<file path="config.mk">
export PLATFORM = sky130hd
export DESIGN_NAME = copro_result_tx_flat
export DESIGN_NICKNAME = d
export VERILOG_FILES = /design/src/rtl/cvxif_instr_pkg.sv /design/src/rtl/copro_result_tx_if.sv /design/src/rtl/copro_result_fifo.sv /design/src/rtl/copro_result_tx.sv /design/src/flat_wrapper.sv
export SDC_FILE = /design/constraint.sdc
export NUM_CORES = 1
export LEC_CHECK = 0
export BUFFER_PORTS_ARGS = -buffer_cell sky130_fd_sc_hd__buf_2
export CAP_MARGIN = 40
export CORE_MARGIN = 1
export CORE_UTILIZATION = 61
export DETAILED_ROUTE_END_ITERATION = 8
export PLACE_DENSITY = 0.84
export SETUP_SLACK_MARGIN = 0.02
export SLEW_MARGIN = 25
export SYNTH_ARGS = -nofsm -noshare
export SYNTH_HDL_FRONTEND = slang
export SYNTH_SLANG_ARGS = --single-unit
export TNS_END_PERCENT = 5
</file>
<file path="constraint.sdc">
create_clock -name clk_i -period 4.6 [get_ports clk_i]
set_input_delay 0.69 -clock clk_i [delete_from_list [all_inputs] [get_ports clk_i]]
set_output_delay 0.69 -clock clk_i [all_outputs]
set_load 0.02 [all_outputs]
</file>
<file path="src/rtl/cvxif_instr_pkg.sv">
// cvxif_instr_pkg: shared CV-X-IF coprocessor types (result entry layout, result buffer depth)
package cvxif_instr_pkg;
  localparam int unsigned CoproResultDepth = 4;
  localparam int unsigned CoproXlen = 32;
  typedef struct packed {
    logic [CoproXlen-1:0] data;
    logic                 hartid;
    logic                 id;
    logic [4:0]           rd;
    logic                 we;
  } copro_result_t;
endpackage

</file>
<file path="src/rtl/copro_result_tx_if.sv">
// copro_result_tx_if: CV-X-IF result channel (valid/ready + data, hartid, id, rd, we); master drives, slave accepts
interface copro_result_tx_if #(
  parameter int unsigned XLEN = 32,
  parameter type hartid_t = logic,
  parameter type id_t = logic
);
  logic            valid;
  logic            ready;
  logic [XLEN-1:0] data;
  hartid_t         hartid;
  id_t             id;
  logic [4:0]      rd;
  logic            we;
  modport master (output valid, data, hartid, id, rd, we, input ready);
  modport slave (input valid, data, hartid, id, rd, we, output ready);
endinterface

</file>
<file path="src/rtl/copro_result_fifo.sv">
// copro_result_fifo: circular FIFO (push_i/pop_i, wdata_i/rdata_o, full_o/empty_o, cnt_o); push at full accepted only with a pop
module copro_result_fifo
  import cvxif_instr_pkg::*;
#(
  parameter int unsigned DEPTH = CoproResultDepth,
  parameter type entry_t = copro_result_t,
  localparam int unsigned AW = $clog2(DEPTH),
  localparam int unsigned CW = $clog2(DEPTH + 1)
) (
  input  logic          clk_i,
  input  logic          rst_ni,
  input  logic          push_i,
  input  logic          pop_i,
  input  entry_t        wdata_i,
  output entry_t        rdata_o,
  output logic          full_o,
  output logic          empty_o,
  output logic [CW-1:0] cnt_o
);
  entry_t        mem [DEPTH];
  logic [AW-1:0] wr_ptr, rd_ptr;
  logic          do_push, do_pop;
  assign full_o  = cnt_o == CW'(DEPTH);
  assign empty_o = cnt_o == '0;
  assign do_pop  = pop_i && !empty_o;
  assign do_push = push_i && (!full_o || do_pop);
  assign rdata_o = mem[rd_ptr];
  always_ff @(posedge clk_i or negedge rst_ni) begin
    if (!rst_ni) begin
      wr_ptr <= '0;
      rd_ptr <= '0;
      cnt_o  <= '0;
    end else begin
      if (do_push) wr_ptr <= wr_ptr + AW'(1);
      if (do_pop) rd_ptr <= rd_ptr + AW'(1);
      cnt_o <= cnt_o + CW'(do_push) - CW'(do_pop);
    end
  end
  always_ff @(posedge clk_i) begin
    if (do_push) mem[wr_ptr] <= wdata_i;
  end
endmodule

</file>
<file path="src/rtl/copro_result_tx.sv">
// copro_result_tx: buffers unstallable ALU results and replays them on the CV-X-IF result channel (issue credits, occupancy, sticky overflow)
module copro_result_tx
  import cvxif_instr_pkg::*;
#(
  parameter int unsigned XLEN = 32,
  parameter int unsigned DEPTH = CoproResultDepth,
  parameter type hartid_t = logic,
  parameter type id_t = logic,
  localparam int unsigned CW = $clog2(DEPTH + 1)
) (
  input  logic                  clk_i,
  input  logic                  rst_ni,
  input  logic                  issue_fire_i,
  output logic                  issue_ready_o,
  input  logic                  alu_valid_i,
  input  logic [XLEN-1:0]       alu_result_i,
  input  hartid_t               alu_hartid_i,
  input  id_t                   alu_id_i,
  input  logic [4:0]            alu_rd_i,
  input  logic                  alu_we_i,
  copro_result_tx_if.master     result,
  output logic [CW-1:0]         occupancy_o,
  output logic                  overflow_o
);
  typedef struct packed {
    logic [XLEN-1:0] data;
    hartid_t         hartid;
    id_t             id;
    logic [4:0]      rd;
    logic            we;
  } entry_t;
  entry_t        wdata, head;
  logic          full, empty, pop;
  logic [CW-1:0] cnt, rsv, rsv_d;
  assign wdata = '{data: alu_result_i, hartid: alu_hartid_i, id: alu_id_i, rd: alu_rd_i, we: alu_we_i};
  assign pop   = result.valid && result.ready;
  copro_result_fifo #(.DEPTH(DEPTH), .entry_t(entry_t)) u_fifo (
    .clk_i   (clk_i),
    .rst_ni  (rst_ni),
    .push_i  (alu_valid_i),
    .pop_i   (pop),
    .wdata_i (wdata),
    .rdata_o (head),
    .full_o  (full),
    .empty_o (empty),
    .cnt_o   (cnt)
  );
  assign issue_ready_o = ({1'b0, cnt} + {1'b0, rsv}) < (CW + 1)'(DEPTH);
  assign rsv_d = (issue_fire_i && !alu_valid_i) ? rsv + CW'(1) :
                 (!issue_fire_i && alu_valid_i && rsv != '0) ? rsv - CW'(1) : rsv;
  always_ff @(posedge clk_i or negedge rst_ni) begin
    if (!rst_ni) begin
      rsv        <= '0;
      overflow_o <= 1'b0;
    end else begin
      rsv        <= rsv_d;
      overflow_o <= overflow_o || (alu_valid_i && ((full && !pop) || rsv == '0));
    end
  end
  assign result.valid  = !empty;
  assign result.data   = empty ? '0 : head.data;
  assign result.hartid = empty ? '0 : head.hartid;
  assign result.id     = empty ? '0 : head.id;
  assign result.rd     = empty ? '0 : head.rd;
  assign result.we     = empty ? '0 : head.we;
  assign occupancy_o   = cnt;
endmodule

</file>
<file path="src/flat_wrapper.sv">
// flat-port wrapper written by rule: the top's interface ports become plain ports
module copro_result_tx_flat import cvxif_instr_pkg::*;
#(
  parameter int unsigned XLEN = 32,
  parameter int unsigned DEPTH = CoproResultDepth,
  parameter type hartid_t = logic,
  parameter type id_t = logic,
  localparam int unsigned CW = $clog2(DEPTH + 1)
)
  (clk_i, rst_ni, issue_fire_i, issue_ready_o, alu_valid_i, alu_result_i, alu_hartid_i, alu_id_i, alu_rd_i, alu_we_i, occupancy_o, overflow_o, result_valid, result_data, result_hartid, result_id, result_rd, result_we, result_ready);
  copro_result_tx_if #(.XLEN(XLEN), .hartid_t(hartid_t), .id_t(id_t)) result_i ();
  input  logic clk_i;
  input  logic rst_ni;
  input  logic issue_fire_i;
  output logic issue_ready_o;
  input  logic alu_valid_i;
  input  logic [XLEN-1:0] alu_result_i;
  input  hartid_t alu_hartid_i;
  input  id_t alu_id_i;
  input  logic [4:0] alu_rd_i;
  input  logic alu_we_i;
  output logic [CW-1:0] occupancy_o;
  output logic overflow_o;
  output wire logic [$bits(result_i.valid)-1:0] result_valid;
  output wire logic [$bits(result_i.data)-1:0] result_data;
  output wire logic [$bits(result_i.hartid)-1:0] result_hartid;
  output wire logic [$bits(result_i.id)-1:0] result_id;
  output wire logic [$bits(result_i.rd)-1:0] result_rd;
  output wire logic [$bits(result_i.we)-1:0] result_we;
  input wire logic [$bits(result_i.ready)-1:0] result_ready;
  assign result_valid = result_i.valid;
  assign result_data = result_i.data;
  assign result_hartid = result_i.hartid;
  assign result_id = result_i.id;
  assign result_rd = result_i.rd;
  assign result_we = result_i.we;
  assign result_i.ready = result_ready;
  copro_result_tx #(.XLEN(XLEN), .DEPTH(DEPTH), .hartid_t(hartid_t), .id_t(id_t)) u_core (.clk_i(clk_i), .rst_ni(rst_ni), .issue_fire_i(issue_fire_i), .issue_ready_o(issue_ready_o), .alu_valid_i(alu_valid_i), .alu_result_i(alu_result_i), .alu_hartid_i(alu_hartid_i), .alu_id_i(alu_id_i), .alu_rd_i(alu_rd_i), .alu_we_i(alu_we_i), .result(result_i), .occupancy_o(occupancy_o), .overflow_o(overflow_o));
endmodule
</file>
==> reports/qor.yml, run 1 <==
status: "finished clean"
required_ps: 3910
ios: 91
fin_tns_setup_ps: 0
ys_types: 32
grt_pass1_wl_microns: 19240
die_area_sq_um: 11580
yosys-top-cells-area: "edfxtp_1 71%, mux4_2 13%, and2_1 4.1%, dfrtp_1 4.0%, ha_1 1.5%"
finish.instance_area_sq_um: 8025
place_inst: 541
placed_cell_area_sq_um: 7371
hpwl_microns: 6897
cts_setup_buffers: 0
routed_wl_microns: 12430
htree_num_levels: 4
arrival_ps: 2730
drc: 0
async_flop_share_pct: 6.433
leakagePower_nw: 2.867
end_kind: "output pin"
critPathKind: "reg2out"
ys_seq_elements: 171
yosysTopAreaCell: "edfxtp_1"
rsz0062_at_grt: "false"
ys_seq_area_share_pct: 74.69
fin_worst_skew_ps: 10.11
netlist_area_sq_um: 6802
slew_violations: 0
finalPower_mw: 5.735
drt_iter0_drc: 198
vias_per_cell: 5.761
worst_pin_slew_ps: 724.9
gp_congestion: 0.6938
area_delta_synth_final_pct: 17.99
grt_overflow: 0
numCtsBuffers: 17
core-area_sq_um: 10840
cts_tree: "done"
min_path_type: "in2async"
antennaDiodeCount: 0
cts_resized: 0
fin_crit_ps: 3424
hold_ws_ps: 43.62
drt_first_pass_iters: 6
relSlewSlack_pct: 51.67
cts_max_path_buffers: 2
max_cap_violations: 0
syn-num-nets: 377
portBuffers: 90
ir_drop_uv: 421.0
critPathLaunchType: "flop"
mostFrequentLayoutCell: "edfxtp_1"
syn_avg_cell_area_sq_um: 21.12
ctsHoldBuffers: 0
fmax_ghz: 0.2921
yosys_most_used_dff: "edfxtp_1"
synth_cells: 322
synth_warnings: 0
final_cells: 573
root_buffer: "clkbuf_8"
rows: 38
fp.dieW_microns: 107.6
clk_latency_ps: 510
ant_nets: 0
cp_max_fo: 22
path_clk_slew_ps: 60
fin_nets: 475
drive_above_1_share_pct: 39.49
power_density_nw_per_um2: 714.7
cts.sinks: 171
grt_max_degree: 44
vias: 3301
setup-violations-final: 0
die_h_microns: 107.6
hold_violations: 0
synth_top_area_share_pct: 70.64
track_usage_pct: 23.56
initial_utilization_pct: 62.74
first_global_vias: 3522
fin_crit_sh_pct: 74.43
synth_edf_count: 160
reg2reg_slack_ps: 2140
antenna_found_initial: 0
final_cell_mix: "160 x edfxtp_1, 90 x buf_2, 41 x and2_1"
wl_per_cell_microns: 21.69
worst paths after layout:
| path | from | depth (start not counted) | endpoint |
|---|---|---|---|
| setup / recovery | u_core.u_fifo.rd_ptr[0] | 4 | result_data[30] |
| hold / removal | rst_ni | 1 | u_core.overflow_o |
| setup reg to reg | u_core.u_fifo.cnt_o[1] | 8 | u_core.u_fifo.cnt_o[2] |
| hold reg to reg | u_core.overflow_o | 1 | u_core.overflow_o |
| max in group asynchronous | rst_ni | 1 | u_core.u_fifo.rd_ptr[1] |
| min in group clk_i | alu_rd_i[4] | 1 | u_core.u_fifo.mem[2][5] |
report_power, final:
part | switching (mW) | internal, mW
Combinational | 1.06 | 0.852
Clock | 0.548 | 1.00
Sequential | 0.210 | 2.06
cells by family (layout without fill, tap and decap cells):
kind of cell    count (synthesis)  count (layout)  share of synthesized area, %
simple gates                   61              61                         5.464
fa+ha+maj                      10              10                         2.060
flops                         171             171                         74.69
mux                            43              43                         13.83
compound gates                  9               9                        0.9014
xor+xnor                        5               5                        0.6440
buf+inv                        23             134                         2.410
through the flow:
stage / util [%] / setup WS, ps
after floorplan: - / 2127
after global placement: 67.52 / 1670
after detailed placement: 67.99 / 1646
after CTS: 74.03 / 1061
after global routing: 74.03 / 973.4
final: 74.03 / 1176
Yosys cell counts (2+ instances only):
master    count
dfrtp_1      11
buf_12        4
xnor2_1       3
mux2_2        2
clkbuf_1      7
nor2_1        2
o21ai_0       5
and2_1       45
xor2_1        2
edfxtp_1    160
ha_1          8
inv_1         7
or3_1         2
nand2_1       2
fa_1          2
nand2b_1      3
mux4_2       38
buf_2         4
mux4_1        2
final cells by class:
type | instances | area (sq um)
flip-flops and latches | 171 | 5082
fillers | 585 | 2815
multi-input cells | 128 | 1567
repair buffers | 95 | 520.5
clock buffers | 20 | 435.4
clock inverters | 12 | 219.0
well taps | 140 | 175.2
inverters | 7 | 26.28
worst max-delay path: stages, from the launching register on:
cell and delay [ps]:
dfrtp_2 840, buf_4 450, mux4_2 550, and2_1 210
buf_2 170
state kept, by name, summed over array words and instances (netlist names):
name	count
u_core.rsv	3
u_core.u_fifo.rd_ptr	2
u_core.u_fifo.wr_ptr	2
u_core.u_fifo.cnt_o	3
u_core.overflow_o	1
u_core.u_fifo.mem	160
metal layers:
| metal | share of wire, % | wire (microns) | vias to the layer above | GRT usage (%) |
|---|---|---|---|---|
| met2 | 52 | 6454 | 110 | 38.64 |
| met4 | 1.2 | 153 | 0 | 6.751 |
| met5 | 0 | 0 | - | 0 |
| met1 | 42 | 5178 | 1704 | 30.86 |
| li1 | - | - | 1475 | - |
| met3 | 5.2 | 643 | 12 | 7.022 |
(Power assumes the default switching activity.)
==> run 2, diff against run 1 <==
- CORE_UTILIZATION: 61 -> 52
- PLACE_DENSITY: 0.84 -> 0.76
- clock period: 4.6 -> 3.1 ns (I/O delays scaled with it)
==> run 2 against run 1 <==
Sequential power is 45% higher. Critical path type unchanged. Critical path depth stayed put. Die area is 17% higher. Final cell count is 6.3% higher. Worst setup slack worse by 630 ps. Sequential share of layout area is 0.18 points higher. Highest routed layer unchanged. Largest cell class unchanged. Register-to-register slack worse by 1300 ps. Worst hold slack better by 220 ps. Via count is 0.70% lower. Total power is 42% higher.
==> reports/qor.yml, run 2 (synthesized netlist as in run 1, its figures left out) <==
largestRegisters: "u_core.u_fifo.mem x160, u_core.rsv x3, u_core.u_fifo.cnt_o x3"  # unchanged
relSlewSlack_pct: 59.49  # was 51.67%
vias_per_cell: 5.383  # was 5.761
drt_first_pass_iters: 5  # was 6
r2r-start: "u_core.u_fifo.cnt_o[2]"  # was u_core.u_fifo.cnt_o[1]
routed_wl_microns: 11360  # was 12430 microns
post-route-util_pct: 63.16  # was 74.03%
die_h_microns: 116.4  # was 107.6 microns
r2r_cells: 8  # unchanged
rows: 41  # was 38
die_area_sq_um: 13540  # was 11580 sq um
clk_latency_ps: 410  # was 510 ps
track_usage_pct: 18.54  # was 23.56%
gp_congestion: 0.7051  # was 0.6938
drc: 0  # unchanged
placed_cell_area_sq_um: 7457  # was 7371 sq um
rsz0062_at_grt: "false"  # unchanged
area_delta_synth_final_pct: 17.66  # was 17.99%
fin_worst_skew_ps: 6.022  # was 10.11 ps
hpwl_microns: 6915  # was 6897 microns
critPathKind: "reg2out"  # unchanged
numCtsBuffers: 17  # unchanged
fin_crit_sh_pct: 82.51
layout_setup_ws_ps: 542.3  # was 1176 ps
antennaDiodeCount: 0  # unchanged
reg2reg_slack_ps: 840  # was 2140 ps
ant_nets: 0  # unchanged
cts_tree: "done"  # unchanged
arrival_ps: 2090  # was 2730 ps
drive_above_1_share_pct: 39.59  # was 39.49%
fmax_ghz: 0.3910
root_buffer: "clkbuf_16"  # was clkbuf_8
path_clk_slew_ps: 60  # about the same
pre_cts_ws_ps: 795.4  # was 1646 ps
status: "finished clean"  # unchanged
slew_violations: 0  # unchanged
setup-violations-final: 0  # unchanged
final_cells: 609  # was 573
initial_utilization_pct: 53.68  # was 62.74%
min-delay-start: "alu_rd_i[0]"
finalPower_mw: 8.117  # was 5.735 mW
hold_ws_ps: 266.0  # was 43.62 ps
leakagePower_nw: 2.842  # was 2.867 nW
grt_max_degree: 43  # was 44
grt_overflow: 0  # unchanged
required_ps: 2630  # was 3910 ps
power_density_nw_per_um2: 1014  # was 714.7 nW/um^2
portBuffers: 90  # unchanged
finish.instance_area_sq_um: 8003  # was 8025 sq um
worst_pin_slew_ps: 607.6  # was 724.9 ps
cp_max_fo: 9  # was 22
hold_violations: 0  # unchanged
wl_per_cell_microns: 18.66  # was 21.69 microns
vias: 3278  # was 3301
core-area_sq_um: 12670  # was 10840 sq um
ios: 91  # unchanged
ir_drop_uv: 634.0  # was 421.0 uV
final_cell_mix: "160 x edfxtp_1, 90 x buf_2, 41 x and2_1"  # unchanged
critPathLaunchType: "flop"  # unchanged
fin_tns_setup_ps: 0  # unchanged
cts.sinks: 171  # unchanged
largest_reg_flops: 160  # unchanged
end_kind: "output pin"  # unchanged
cts_max_path_buffers: 2  # unchanged
first_global_vias: 3456  # was 3522
place_inst: 579  # was 541
fp.dieW_microns: 116.4  # was 107.6 microns
mostFrequentLayoutCell: "edfxtp_1"  # unchanged
grt_pass1_wl_microns: 17850  # was 19240 microns
fin_crit_ps: 2558
fin_nets: 482  # was 475
holdPathEnd: "u_core.u_fifo.mem[3][1]"
min_path_type: "in2reg"  # was in2async
max_cap_violations: 0  # unchanged
n_fill_cell: 902  # was 585
antenna_found_initial: 0  # unchanged
htree_num_levels: 4  # unchanged
worstHoldPathCells: 1
drt_iter0_drc: 190  # was 198
largest-register: "u_core.u_fifo.mem"  # unchanged
r2r_end: "u_core.u_fifo.cnt_o[2]"  # unchanged
run 2: timing repair:
item / 4_1_cts / 5_1_grt
hold buffers: 1 / 0
resized for setup: 0 / 0
endpoints found under the hold margin: 11 / 0
setup buffers: 0 / 0
run 2: power by group:
part           total, mW  leakage [nW]  internal, mW  switching (mW)
Clock               1.92         0.260          1.16           0.767
Sequential          3.30          1.59          3.06           0.245
Combinational       2.90         0.990          1.30            1.59
Total               8.12          2.84          5.51            2.60
run 2: final cells by class:
| type | count | area, sq um | share of cell area (%) |
|---|---|---|---|
| multi-input combinational | 128 | 1563 | 19.53 |
| inverter | 7 | 26.28 | 0.3283 |
| clock buffer | 18 | 429.2 | 5.363 |
| timing repair buffer | 102 | 580.6 | 7.255 |
| sequential | 171 | 5082 | 63.51 |
| tap | 172 | 215.2 | 2.689 |
| clock inverter | 11 | 106.4 | 1.329 |
run 2: worst max path at each step:
stage,to,startpoint,slack (ps),depth (start not counted)
finish,result_data[19],u_core.u_fifo.rd_ptr[0],540,4
global route,result_rd[4],u_core.u_fifo.rd_ptr[0],410,4
CTS,result_rd[4],u_core.u_fifo.rd_ptr[0],490,4
detailed placement,u_core.u_fifo.cnt_o[2],alu_valid_i,800,8
global placement,u_core.u_fifo.cnt_o[2],alu_valid_i,900,8
floorplan,u_core.u_fifo.mem[0][0],u_core.u_fifo.cnt_o[2],700,3
run 2: per-layer routing:
metal  vias up  GRT usage [%]  wire, microns
li1       1484              -              -
met1      1691          23.43           4918
met2        95          30.53           5789
met3         8          5.916            586
met4         0          6.239             67
met5         -              0              0
run 2: worst max-delay path, cell delays in order, from the launching register on:
cell	delay, ps
dfrtp_2	520
buf_4	280
mux4_2	520
and2_1	190
buf_2	160
